==> src/rtl/key_entry_ctrl_pkg.sv <==
// Shared definitions for the keyboard key-entry path: PS/2 set-2 scan codes,
// controller state encoding and a small classifier for the control keys.
package key_entry_ctrl_pkg;

  // Digit make codes, index = decimal value
  localparam logic [7:0] SC_0     = 8'h45;
  localparam logic [7:0] SC_1     = 8'h16;
  localparam logic [7:0] SC_2     = 8'h1E;
  localparam logic [7:0] SC_3     = 8'h26;
  localparam logic [7:0] SC_4     = 8'h25;
  localparam logic [7:0] SC_5     = 8'h2E;
  localparam logic [7:0] SC_6     = 8'h36;
  localparam logic [7:0] SC_7     = 8'h3D;
  localparam logic [7:0] SC_8     = 8'h3E;
  localparam logic [7:0] SC_9     = 8'h46;

  // Editing keys and the break prefix (the latter is simply ignored here)
  localparam logic [7:0] SC_ENTER = 8'h5A;
  localparam logic [7:0] SC_BKSP  = 8'h66;
  localparam logic [7:0] SC_ESC   = 8'h76;
  localparam logic [7:0] SC_BREAK = 8'hF0;

  // Upper bound on the digits an entry can hold (entry_count is 3 bits wide)
  localparam int N_DIG_MAX = 4;

  typedef enum logic [1:0] {
    IDLE   = 2'd0,
    DECODE = 2'd1,
    COMMIT = 2'd2
  } state_e;

  typedef enum logic [1:0] {
    KEY_OTHER = 2'd0,
    KEY_ENTER = 2'd1,
    KEY_BKSP  = 2'd2,
    KEY_ESC   = 2'd3
  } ctrl_key_e;

  // Map a non-digit scan code onto the editing action it requests
  function automatic ctrl_key_e classify_ctrl(input logic [7:0] code);
    case (code)
      SC_ENTER: classify_ctrl = KEY_ENTER;
      SC_BKSP:  classify_ctrl = KEY_BKSP;
      SC_ESC:   classify_ctrl = KEY_ESC;
      default:  classify_ctrl = KEY_OTHER;
    endcase
  endfunction

endpackage

==> src/rtl/key_entry_ctrl_if.sv <==
// Key-code FIFO read port: the FIFO presents its head code and an empty flag,
// the consumer returns a one-cycle pop strobe.
interface key_entry_ctrl_if;

  logic       kb_buf_empty;
  logic [7:0] codigo_tecla;
  logic       leer_codigo_tecla;

  // Consumer side (the entry controller)
  modport master (
    input  kb_buf_empty,
    input  codigo_tecla,
    output leer_codigo_tecla
  );

  // FIFO side
  modport slave (
    output kb_buf_empty,
    output codigo_tecla,
    input  leer_codigo_tecla
  );

endinterface

==> src/rtl/key_entry_ctrl_scan_digit_dec.sv <==
// Combinational scan-code to decimal-digit translator.
module scan_digit_dec
  import key_entry_ctrl_pkg::*;
(
  input  logic [7:0] code,
  output logic       is_digit,
  output logic [3:0] digit
);

  // Look up the digit value of a make code; anything else is not a digit
  always_comb begin
    // NOTE: every output gets a default before the case so no path leaves it
    // unassigned, which would otherwise infer a latch.
    is_digit = 1'b1;
    digit    = 4'd0;
    case (code)
      SC_0:    digit = 4'd0;
      SC_1:    digit = 4'd1;
      SC_2:    digit = 4'd2;
      SC_3:    digit = 4'd3;
      SC_4:    digit = 4'd4;
      SC_5:    digit = 4'd5;
      SC_6:    digit = 4'd6;
      SC_7:    digit = 4'd7;
      SC_8:    digit = 4'd8;
      SC_9:    digit = 4'd9;
      default: is_digit = 1'b0;
    endcase
  end

endmodule

==> src/rtl/key_entry_ctrl.sv <==
// Numeric key-entry controller: pops scan codes from the keyboard FIFO, builds
// an N_DIG-digit BCD entry with backspace/escape editing, and commits it on
// Enter. Each key costs two cycles (pop + decode); a commit adds one more.
module key_entry_ctrl
  import key_entry_ctrl_pkg::*;
#(
  parameter int N_DIG = 3
) (
  input  logic                 clk,
  input  logic                 rst,
  key_entry_ctrl_if.master     kb,
  output logic [4*N_DIG-1:0]   entry_bcd,
  output logic [2:0]           entry_count,
  output logic [4*N_DIG-1:0]   value_bcd,
  output logic                 value_valid,
  output logic                 err_tick
);

  localparam int         W       = 4 * N_DIG;
  localparam logic [2:0] CNT_MAX = 3'(N_DIG);

  state_e         state_q, state_d;
  logic [7:0]     code_q, code_d;
  logic [W-1:0]   entry_q, entry_d;
  logic [2:0]     cnt_q, cnt_d;
  logic [W-1:0]   value_q, value_d;
  logic           valid_q, valid_d;
  logic           err_q, err_d;
  logic           pop;

  logic           dec_is_digit;
  logic [3:0]     dec_digit;

  // The latched code is decoded in the cycle after it was popped
  scan_digit_dec u_scan_digit_dec (
    .code     (code_q),
    .is_digit (dec_is_digit),
    .digit    (dec_digit)
  );

  // Next-state, entry editing and strobe generation
  always_comb begin
    state_d = state_q;
    code_d  = code_q;
    entry_d = entry_q;
    cnt_d   = cnt_q;
    value_d = value_q;
    valid_d = 1'b0;
    err_d   = 1'b0;
    pop     = 1'b0;

    case (state_q)
      IDLE: begin
        // Pop and latch in the same cycle so queued keys stream with no gap
        if (!kb.kb_buf_empty) begin
          pop     = 1'b1;
          code_d  = kb.codigo_tecla;
          state_d = DECODE;
        end
      end

      DECODE: begin
        state_d = IDLE;
        if (dec_is_digit) begin
          if (cnt_q < CNT_MAX) begin
            entry_d = (entry_q << 4) | W'(dec_digit);
            cnt_d   = cnt_q + 3'd1;
          end else begin
            err_d = 1'b1;
          end
        end else begin
          case (classify_ctrl(code_q))
            KEY_BKSP: begin
              if (cnt_q != 3'd0) begin
                entry_d = entry_q >> 4;
                cnt_d   = cnt_q - 3'd1;
              end else begin
                err_d = 1'b1;
              end
            end
            KEY_ESC: begin
              entry_d = '0;
              cnt_d   = 3'd0;
            end
            KEY_ENTER: begin
              if (cnt_q != 3'd0) begin
                state_d = COMMIT;
              end else begin
                err_d = 1'b1;
              end
            end
            default: ;  // break prefix and unused keys are dropped silently
          endcase
        end
      end

      COMMIT: begin
        value_d = entry_q;
        valid_d = 1'b1;
        entry_d = '0;
        cnt_d   = 3'd0;
        state_d = IDLE;
      end

      default: state_d = IDLE;
    endcase
  end

  // State and datapath registers; reset wins over any pending action
  always_ff @(posedge clk) begin
    // NOTE: registers are updated with non-blocking assignments so every flop
    // samples the values from before this edge, independent of statement order.
    if (rst) begin
      state_q <= IDLE;
      code_q  <= 8'h00;
      entry_q <= '0;
      cnt_q   <= 3'd0;
      value_q <= '0;
      valid_q <= 1'b0;
      err_q   <= 1'b0;
    end else begin
      state_q <= state_d;
      code_q  <= code_d;
      entry_q <= entry_d;
      cnt_q   <= cnt_d;
      value_q <= value_d;
      valid_q <= valid_d;
      err_q   <= err_d;
    end
  end

  // The pop strobe is combinational so it lines up with the latch cycle;
  // it is masked during reset so the FIFO is not drained while held in reset.
  assign kb.leer_codigo_tecla = pop & ~rst;

  assign entry_bcd   = entry_q;
  assign entry_count = cnt_q;
  assign value_bcd   = value_q;
  assign value_valid = valid_q;
  assign err_tick    = err_q;

endmodule

==> src/flat_wrapper.sv <==
// flat-port wrapper written by rule: the top's interface ports become plain ports
module key_entry_ctrl_flat import key_entry_ctrl_pkg::*;
#(
  parameter int N_DIG = 3
)
  (clk, rst, entry_bcd, entry_count, value_bcd, value_valid, err_tick, kb_kb_buf_empty, kb_codigo_tecla, kb_leer_codigo_tecla);
  key_entry_ctrl_if kb_i ();
  input  logic clk;
  input  logic rst;
  output logic [4*N_DIG-1:0] entry_bcd;
  output logic [2:0] entry_count;
  output logic [4*N_DIG-1:0] value_bcd;
  output logic value_valid;
  output logic err_tick;
  input wire logic [$bits(kb_i.kb_buf_empty)-1:0] kb_kb_buf_empty;
  input wire logic [$bits(kb_i.codigo_tecla)-1:0] kb_codigo_tecla;
  output wire logic [$bits(kb_i.leer_codigo_tecla)-1:0] kb_leer_codigo_tecla;
  assign kb_i.kb_buf_empty = kb_kb_buf_empty;
  assign kb_i.codigo_tecla = kb_codigo_tecla;
  assign kb_leer_codigo_tecla = kb_i.leer_codigo_tecla;
  key_entry_ctrl #(.N_DIG(N_DIG)) u_core (.clk(clk), .rst(rst), .kb(kb_i), .entry_bcd(entry_bcd), .entry_count(entry_count), .value_bcd(value_bcd), .value_valid(value_valid), .err_tick(err_tick));
endmodule
==> config.mk <==
export PLATFORM = sky130hd
export DESIGN_NAME = key_entry_ctrl_flat
export DESIGN_NICKNAME = d
export VERILOG_FILES = /design/src/rtl/key_entry_ctrl_pkg.sv /design/src/rtl/key_entry_ctrl_if.sv /design/src/rtl/key_entry_ctrl_scan_digit_dec.sv /design/src/rtl/key_entry_ctrl.sv /design/src/flat_wrapper.sv
export SDC_FILE = /design/constraint.sdc
export NUM_CORES = 1
export LEC_CHECK = 0
export CAP_MARGIN = 40
export CORE_AREA = 2 2 68 70
export CTS_CLUSTER_DIAMETER = 30
export DETAILED_ROUTE_END_ITERATION = 8
export DIE_AREA = 0 0 70 72
export GPL_ROUTABILITY_DRIVEN = 0
export PLACE_DENSITY = 0.74
export SLEW_MARGIN = 20
export SYNTH_ARGS = -nofsm -noshare
export SYNTH_HDL_FRONTEND = slang
export SYNTH_SLANG_ARGS = --single-unit
==> constraint.sdc <==
create_clock -name clk -period 2.9 [get_ports clk]
set_input_delay 0.58 -clock clk [delete_from_list [all_inputs] [get_ports clk]]
set_output_delay 0.58 -clock clk [all_outputs]
set_load 0.02 [all_outputs]
==> results.yml <==
outcome:
  status: "finished clean"
setup_path:
  critPathArrivalTime_ns: 2.89
  timing.reg2reg.worst_path_depth: 9
  critical_path_peak_fanout: 21
  critical_path_cell_count: 9
  list_of_cells_traversed_by_the_critical_path: "or3b_2, a2111o_1, ha_1, and2_1, o21ai_1, a2bb2oi_1, buf_12, or3_1, a21oi_1"
  criticalPathCategory: "reg -> reg"
  startpoint_type: "register"
  endpoint_kind: "register"
  cp_num_buf_inv: 1
  reg2reg_setup_slack_ns: 0.23
  slowest_delay_ns: 0.47
  standard_cell_with_the_maximum_stage_delay_on_the_critical_path: "sky130_fd_sc_hd__or3b_2"
  crit_startpoint: "u_core.code_q[5]"
  setup.worst_path.end: "u_core.entry_bcd[3]"
  rr_startpoint: "u_core.code_q[5]"
  critical_path.reg2reg.endpoint: "u_core.entry_bcd[3]"
  critPathRequiredTime_ns: 3.12
  critPathTopFamily: "simple AND/OR/NAND/NOR gates"
sta:
  worst_slew_margin: 0.553
  tightest_slew_ns: 0.671
  number_of_failing_hold_endpoints_at_the_final_stage: 0
  setup_total_negative_slack_ns: 0
  fin_worst_skew_ns: 0.00509
  timing.final.crit_share: 0.921
  max_freq_ghz: 0.374
  setup_viol_count_final: 0
  hold_ws_ns: 0.496
  maxSlewViolCount: 0
  min_period_ns: 2.67
  rsz0062_at_grt: "false"
cells_and_area:
  layout.cells.most_common: "sky130_fd_sc_hd__clkdlybuf4s50_1"
  final-instance-count-excl-fill: 334
  final_cell_mix: "sky130_fd_sc_hd__clkdlybuf4s50_1 (40), sky130_fd_sc_hd__dfxtp_1 (39), sky130_fd_sc_hd__nand2_1 (38)"
  flow.area_growth_from_synthesis_pct: 29.0
  final_net_count: 301
  finish.utilization: 0.615
  num_antenna_cells: 0
  drive_above_1_share: 0.0745
synthesis:
  mapped_cells: 242
  synth_area_um2: 2030
  synth_cell_type_count: 48
  synth_seq_area_share: 0.384
  synthesized_flop_and_latch_total: 39
  post_synth.cell_area_avg_um2: 8.40
  synth_edf_count: 0
  syn-num-nets: 262
  yosys_warnings: 0
  synth-main-ff-cell: "sky130_fd_sc_hd__dfxtp_1"
  synth-async-reset-ratio: 0
detailed_routing:
  wl_per_cell_um: 13.9
  route.detailed.vias_per_inst: 5.41
  post-route-drc-count: 0
  route.antenna.remaining_nets: 0
  num_vias: 1806
  initialDrtViolationCount: 146
  detailedRoute.firstPassIterationCount: 4
  detail_route.wirelength_um: 4640
grt:
  grt_pass1_vias: 1682
  grt_overflow: 0
  largest_net_degree_at_the_start_of_global_routing: 41
  grt_use_total: 0.189
  first_pass_grt_wire_length_um: 7760
  antenna_found_initial: 0
job:
  drv.max_cap_violation_count: 0
clock_network:
  cts_hold_buffers: 0
  number_of_clock_buffers_inserted_by_tritoncts: 5
  clk_slew_on_worst_s_h_paths_ns: 0.08
  clock_tree.root_cell: "sky130_fd_sc_hd__clkbuf_8"
  cts_num_sinks: 39
  clock_latency_of_the_later_clocked_register_in_the_worst_skew_pair_ns: 0.29
  cts_tree: "yes"
  post_cts.resized_instances: 0
  ctsHtreeMaxLevel: 2
  cts_post_setup_buffers_inserted: 0
  ctsLongestPathBuffers: 2
placed_design:
  placed_cells: 325
  io_buffers: 40
  dp_hpwl_um: 3170
floorplan:
  std_cell_rows: 24
  design.portCount: 41
  initial_utilization: 0.477
  floorplan.core_area_um2: 4260
  chipHeight_um: 72
  die_width_um: 70
  fp.dieArea_um2: 5040
power:
  vdd.ir_drop.worst_mv: 0.322
  power_density_nw_per_um2: 450
  total_leakage_power_nw: 0.963
min_path:
  min-delay-path-class: "reg -> reg"
  hold-path-cell-count: 2
## kinds of logic after synthesis
family          after synthesis  share of synthesized area
mux                          14                     0.0690
flops                        39                      0.384
simple gates                 99                      0.254
compound gates               51                      0.168
fa+ha+maj                     9                     0.0554
xor+xnor                      2                    0.00862
buf+inv                      28                     0.0603
## cell type report
class,count,area [um^2]
clock buffer,6,82.6
clock inverter,2,38.8
fill,379,1640
inverter,12,45.0
multi-input combinational,175,1130
sequential,39,781
tap,52,65.1
timing repair buffer,48,480
## metrics by stage
step / worst slack (ns) / power [W] / cell area, um^2
6_report: 0.230 / 0.00118 / 2620
5_1_grt: 0.0617 / 0.00123 / 2620
4_1_cts: 0.242 / 0.00119 / 2610
3_5_place_dp: 0.256 / 0.000710 / 2480
3_3_place_gp: 0.271 / 0.000707 / 2480
2_1_floorplan: 0.356 / 0.000661 / 2030
## power breakdown
part	total, W	internal [W]	switching, W	leakage, nW
clock	0.000482	0.000283	0.000199	0.0618
combinational	0.000131	0.0000610	0.0000704	0.586
sequential	0.000566	0.000547	0.0000189	0.316
## metal layers
layer / global-route usage / vias up / part of all wire
met5: 0 / - / 0
met4: 0.0577 / 0 / 0.010
met3: 0.0375 / 6 / 0.049
met2: 0.328 / 48 / 0.48
met1: 0.239 / 829 / 0.46
li1: - / 923 / -
## worst min path at each step
stage                         startpoint                    to  slack, ns
floorplan               u_core.code_q[7]      u_core.code_q[7]       0.48
global placement     u_core.value_bcd[1]   u_core.value_bcd[1]       0.47
detailed placement  u_core.entry_bcd[10]  u_core.entry_bcd[10]       0.48
CTS                 u_core.entry_bcd[10]  u_core.entry_bcd[10]       0.50
global route        u_core.entry_bcd[11]  u_core.entry_bcd[11]       0.51
finish               u_core.value_bcd[5]   u_core.value_bcd[5]       0.50
## worst register-to-register path: cells and delay by family (launching register included)
family / cells / cell delay [ns]
compound gates: 4 / 0.88
fa+ha+maj: 1 / 0.19
buf+inv: 1 / 0.17
flops: 1 / 0.40
simple gates: 3 / 0.97
## synthesized netlist by cell type, types with 2 or more instances
| cell | count | area, um^2 |
|---|---|---|
| sky130_fd_sc_hd__nor2_1 | 18 | 67.6 |
| sky130_fd_sc_hd__a21oi_1 | 24 | 120 |
| sky130_fd_sc_hd__nand2b_1 | 5 | 31.3 |
| sky130_fd_sc_hd__o221ai_1 | 2 | 17.5 |
| sky130_fd_sc_hd__ha_1 | 9 | 113 |
| sky130_fd_sc_hd__inv_1 | 12 | 45.0 |
| sky130_fd_sc_hd__nor3b_1 | 6 | 45.0 |
| sky130_fd_sc_hd__buf_1 | 2 | 7.51 |
| sky130_fd_sc_hd__mux2i_1 | 14 | 140 |
| sky130_fd_sc_hd__o21ai_1 | 5 | 25.0 |
| sky130_fd_sc_hd__dfxtp_1 | 39 | 781 |
| sky130_fd_sc_hd__a211oi_1 | 2 | 15.0 |
| sky130_fd_sc_hd__nand3_1 | 5 | 25.0 |
| sky130_fd_sc_hd__nor3_1 | 2 | 10.0 |
| sky130_fd_sc_hd__a32oi_1 | 2 | 17.5 |
| sky130_fd_sc_hd__xnor2_1 | 2 | 17.5 |
| sky130_fd_sc_hd__nor2b_1 | 4 | 25.0 |
| sky130_fd_sc_hd__a21o_1 | 2 | 15.0 |
| sky130_fd_sc_hd__a211o_1 | 2 | 17.5 |
| sky130_fd_sc_hd__clkbuf_1 | 7 | 26.3 |
| sky130_fd_sc_hd__and4b_1 | 4 | 40.0 |
| sky130_fd_sc_hd__or3_1 | 4 | 25.0 |
| sky130_fd_sc_hd__nand3b_1 | 4 | 30.0 |
| sky130_fd_sc_hd__buf_2 | 5 | 25.0 |
| sky130_fd_sc_hd__nand2_1 | 38 | 143 |
## sequential cells by signal, indices dropped and copies added (netlist names)
| name | cells |
|---|---|
| u_core.value_valid | 1 |
| u_core.err_tick | 1 |
| u_core.entry_count | 3 |
| u_core.code_q | 8 |
| u_core.state_q | 2 |
| u_core.entry_bcd | 12 |
| u_core.value_bcd | 12 |
(Power assumes the default switching activity.)
